[src/rtl/pp_pipeline_accel_scan_ctrl.sv]
// Frame coordinate scan controller: fetches half-resolution extents from a
// dimension producer, then emits one (row, col) beat per handshake.
module pp_pipeline_accel_scan_ctrl #(
  parameter int unsigned DIM_W = 11,
  parameter int unsigned CNT_W = 22
) (
  input  logic             ap_clk,
  input  logic             ap_rst,
  input  logic             ap_start,
  input  logic             ap_continue,
  output logic             ap_done,
  output logic             ap_idle,
  output logic             ap_ready,
  output logic             dims_start,
  input  logic             dims_done,
  output logic             dims_continue,
  input  logic [DIM_W-1:0] dims_height_half,
  input  logic [DIM_W-1:0] dims_width_half,
  output logic             out_tvalid,
  input  logic             out_tready,
  output logic [DIM_W-1:0] out_row,
  output logic [DIM_W-1:0] out_col,
  output logic             out_tuser,
  output logic             out_tlast,
  output logic [CNT_W-1:0] frame_beats,
  output logic             dims_err
);

  typedef enum logic [1:0] {IDLE, REQ, SCAN, DONE} state_t;

  state_t           state, state_n;
  logic [DIM_W-1:0] h_q, w_q, row_q, col_q;
  logic [CNT_W-1:0] cnt_q;
  logic             ap_ready_q, dims_continue_q, dims_err_q;
  logic [CNT_W-1:0] frame_beats_q;
  logic             beat, col_last, row_last, dims_zero;

  assign beat      = (state == SCAN) && out_tready;
  assign col_last  = (col_q == w_q - DIM_W'(1));
  assign row_last  = (row_q == h_q - DIM_W'(1));
  assign dims_zero = (dims_height_half == '0) || (dims_width_half == '0);

  always_ff @(posedge ap_clk or posedge ap_rst) begin
    if (ap_rst) state <= IDLE;
    else        state <= state_n;
  end

  always_comb begin
    state_n = state;
    unique case (state)
      IDLE: if (ap_start)  state_n = REQ;
      REQ:  if (dims_done) state_n = dims_zero ? DONE : SCAN;
      SCAN: if (beat && col_last && row_last) state_n = DONE;
      DONE: if (ap_continue) state_n = IDLE;
      default: state_n = IDLE;
    endcase
  end

  // Handshake-facing outputs decode straight from registered state so an
  // asynchronous reset removes them without waiting for a clock edge.
  always_comb begin
    ap_idle       = (state == IDLE) && (!ap_start || ap_rst);
    dims_start    = (state == REQ);
    out_tvalid    = (state == SCAN);
    ap_done       = (state == DONE);
    out_tuser     = (state == SCAN) && (row_q == '0) && (col_q == '0);
    out_tlast     = (state == SCAN) && col_last;
    out_row       = row_q;
    out_col       = col_q;
    ap_ready      = ap_ready_q;
    dims_continue = dims_continue_q;
    frame_beats   = frame_beats_q;
    dims_err      = dims_err_q;
  end

  always_ff @(posedge ap_clk or posedge ap_rst) begin
    if (ap_rst) begin
      h_q             <= '0;
      w_q             <= '0;
      row_q           <= '0;
      col_q           <= '0;
      cnt_q           <= '0;
      ap_ready_q      <= 1'b0;
      dims_continue_q <= 1'b0;
      dims_err_q      <= 1'b0;
      frame_beats_q   <= '0;
    end else begin
      ap_ready_q      <= (state == IDLE) && ap_start;
      dims_continue_q <= (state == REQ) && dims_done;
      unique case (state)
        IDLE: if (ap_start) cnt_q <= '0;
        REQ: if (dims_done) begin
          h_q        <= dims_height_half;
          w_q        <= dims_width_half;
          row_q      <= '0;
          col_q      <= '0;
          dims_err_q <= dims_zero;
          if (dims_zero) frame_beats_q <= '0;
        end
        SCAN: if (beat) begin
          cnt_q <= cnt_q + CNT_W'(1);
          if (col_last) begin
            col_q <= '0;
            if (row_last) begin
              row_q         <= '0;
              frame_beats_q <= cnt_q + CNT_W'(1);
            end else begin
              row_q <= row_q + DIM_W'(1);
            end
          end else begin
            col_q <= col_q + DIM_W'(1);
          end
        end
        default: ;
      endcase
    end
  end

endmodule

[config.mk]
export PLATFORM = sky130hd
export DESIGN_NAME = pp_pipeline_accel_scan_ctrl
export DESIGN_NICKNAME = d
export VERILOG_FILES = /design/src/rtl/pp_pipeline_accel_scan_ctrl.sv
export SDC_FILE = /design/constraint.sdc
export NUM_CORES = 1
export LEC_CHECK = 0
export CORE_MARGIN = 2
export CORE_UTILIZATION = 60
export CTS_CLUSTER_SIZE = 8
export DETAILED_ROUTE_END_ITERATION = 16
export DONT_BUFFER_PORTS = 1
export GPL_TIMING_DRIVEN = 1
export PLACE_DENSITY = 0.76
export SYNTH_ARGS = -nofsm -noshare
export SYNTH_HDL_FRONTEND = slang
export SYNTH_SLANG_ARGS = --single-unit
[constraint.sdc]
create_clock -name ap_clk -period 8.3 [get_ports ap_clk]
set_input_delay 1.245 -clock ap_clk [delete_from_list [all_inputs] [get_ports ap_clk]]
set_output_delay 1.245 -clock ap_clk [all_outputs]
set_load 0.02 [all_outputs]
==> metrics.txt <==
status complete, no violations; post-synthesis sequential area ratio 0.420; Syn Inst Count 609; Post-Route WL 12200 µm; CTS resizes 0; Synth area leader dfrtp_1; CP Max Fanout 10; DRC 0; WP data required 7.05 ns; worst slew pin tran 1.01 ns; power per standard cell area 318 nW/µm²; antenna viol nets, final 0; Syn Area/Cell 9.09 µm²; H-tree depth 3; first-pass GRT wire length 20300 µm; Num CTS Buffers 9; die area 10000 µm²; GP Congestion 0.842; Max Clk Rate 0.230 GHz; top post-synthesis cells by area dfrtp_1 (42%), nand2_1 (6.5%), xnor2_1 (5.1%), mux2_2 (4.3%), o21ai_0 (4.1%); Final HPWL DP 8740 µm; Hold-fix buffers, CTS 0; layout cells sized above 1 0.102; Post-Place Setup Slack 4.38 ns; setup bufs post-CTS 0; Final nets 632; slew margin rel. 0.329; Slew Limit Fails 0; Initial Util 0.608; syn_nets 648; Critical Path Sink Type output pin; Max Cap Viol 0; Worst Hold Class register to register; crit path time final 4.35 ns; Die Wd 100 µm; Unique masters post-synth 62; RSZ-0062 raised after global routing false; Overflow after GRT 0; clk slew on worst S/H paths 0.10 ns; Final period util 0.524; worst vdd ir 196 µV; Setup Crit Path Kind register to output pin; 1st-iter DRT viols 176; detailed-router iteration count before antenna repair 4; Design Area, Final 5720 µm²; total power 0.00182 W; Avg WL per Cell 17.2 µm; PnR worst setup slack 3.95 ns; leakage power 2.38 nW; Post-synth top flop dfrtp_1; row cnt 35; Setup TNS 0 ns; number of port buffers 0; clock buffer depth 2; clock skew 0.0178 ns; Post-synth EDFFs 0; Placed Area 5540 µm²; Root Buffer clkbuf_8; Setup violations, final 0; Yosys warnings 0; Synth Cell Area 5540 µm²; Vias 4375; Skew-Pair Late Insertion Delay 0.37 ns; Ports 81; top-area cell type share of the netlist area 0.420; DR vias/cell 6.17; initial antenna violation count 0; GRT Util Overall 0.253; Sink Count 93; FFs w/ async S/R, synth 1.00; largest net degree at the start of global routing 51; Core Footprint 9110 µm²; CP Launch Type register; Antenna Cells 0; Seq cells post-synth 93; Die Ht 100 µm; CTS tree done; Final Hold Vio Count 0; Hold Slack 0.521 ns; Arrival @ worst endpoint 3.10 ns; Syn-to-layout area delta 3.34%; vias in the first global route 4158
## cell type report
type / count / area, µm²
clock inverters: 5 / 42.5
repair buffers: 4 / 30.0
flip-flops and latches: 93 / 2330
fillers: 753 / 3390
well taps: 111 / 139
multi-input cells: 464 / 2960
inverters: 21 / 81.3
clock buffers: 11 / 141
## cells in the mapped netlist, types with 14 or more instances
cell type	count
clkbuf_1	21
dfrtp_1	93
inv_1	20
mux2_2	21
nand2_1	96
nand3_1	21
nor2_1	41
nor3_1	15
nor4_1	14
o21ai_0	45
xnor2_1	32
xor2_1	19
## cells in the final DEF, fill, tap and decap left out, drive strengths merged, types with 2 or more instances in the layout
cell	Yosys	routed
nand2	96	96
dfrtp	93	93
o21ai	51	51
nor2	41	41
xnor2	32	32
inv	20	22
mux2	21	21
nand3	21	21
xor2	19	19
nor3	15	15
nor4	14	14
nand2b	13	13
nand4	12	12
mux2i	11	11
ha	11	11
and3	11	11
clkbuf	21	11
o31ai	10	10
a22o	8	8
a2bb2oi	8	8
o211ai	7	7
a31o	7	7
a21oi	6	6
nor2b	5	5
or4	5	5
or2	4	4
buf	8	4
and2	4	4
or3	3	3
o21a	3	3
clkinv	1	3
a31oi	2	2
and2b	2	2
o22ai	2	2
and4	2	2
o2bb2ai	2	2
## worst paths after layout
| kind | start | end | slack, ns | cells after the start |
|---|---|---|---|---|
| worst max-delay path | w_q[3] | out_tlast | 3.95 | 6 |
| worst min-delay path | cnt_q[21] | cnt_q[21] | 0.52 | 2 |
| worst max register to register | state[0] | frame_beats[8] | 4.45 | 10 |
| worst min register to register | cnt_q[21] | cnt_q[21] | 0.52 | 2 |
| max in group asynchronous | ap_rst | frame_beats[10] | 6.45 | 2 |
| min in group asynchronous | ap_rst | out_col[10] | 0.79 | 1 |
## cells by family (layout without fill, tap and decap cells)
group / after synthesis / after routing / synth area share
compound gates: 115 / 115 / 0.138
xor+xnor: 52 / 52 / 0.0847
fa+ha+maj: 11 / 11 / 0.0249
buf+inv: 52 / 41 / 0.0456
flops: 93 / 93 / 0.420
mux: 32 / 32 / 0.0626
simple gates: 254 / 254 / 0.224
## stage by stage
stage,cells,util
after global placement,693,0.608
after CTS,709,0.628
after detailed placement,693,0.608
after global routing,709,0.628
after floorplan,609,-
final,709,0.628
## worst max-delay path: stages, from the launching register on
cell and delay (ns):
dfrtp_1 0.46, or4_4 0.58, o21a_1 0.20, or4_1 0.50
a32oi_1 0.21, and4bb_1 0.49, and2_2 0.30
## metal layers
layer / vias up / share of wire / track usage
li1: 2107 / - / -
met1: 2101 / 0.43 / 0.336
met2: 142 / 0.49 / 0.412
met3: 25 / 0.058 / 0.0536
met4: 0 / 0.022 / 0.0927
met5: - / 0 / 0
## where the power goes
| part | switching (W) | total, W | internal, W |
|---|---|---|---|
| Sequential | 0.000194 | 0.000755 | 0.000561 |
| Combinational | 0.000457 | 0.000775 | 0.000318 |
| Clock | 0.000171 | 0.000292 | 0.000121 |
## sequential cells by signal (all words and copies together) (netlist names)
register / count
state: 2
ap_ready: 1
dims_continue: 1
w_q: 11
frame_beats: 22
out_row: 11
dims_err: 1
h_q: 11
cnt_q: 22
out_col: 11
(Power assumes the default switching activity.)
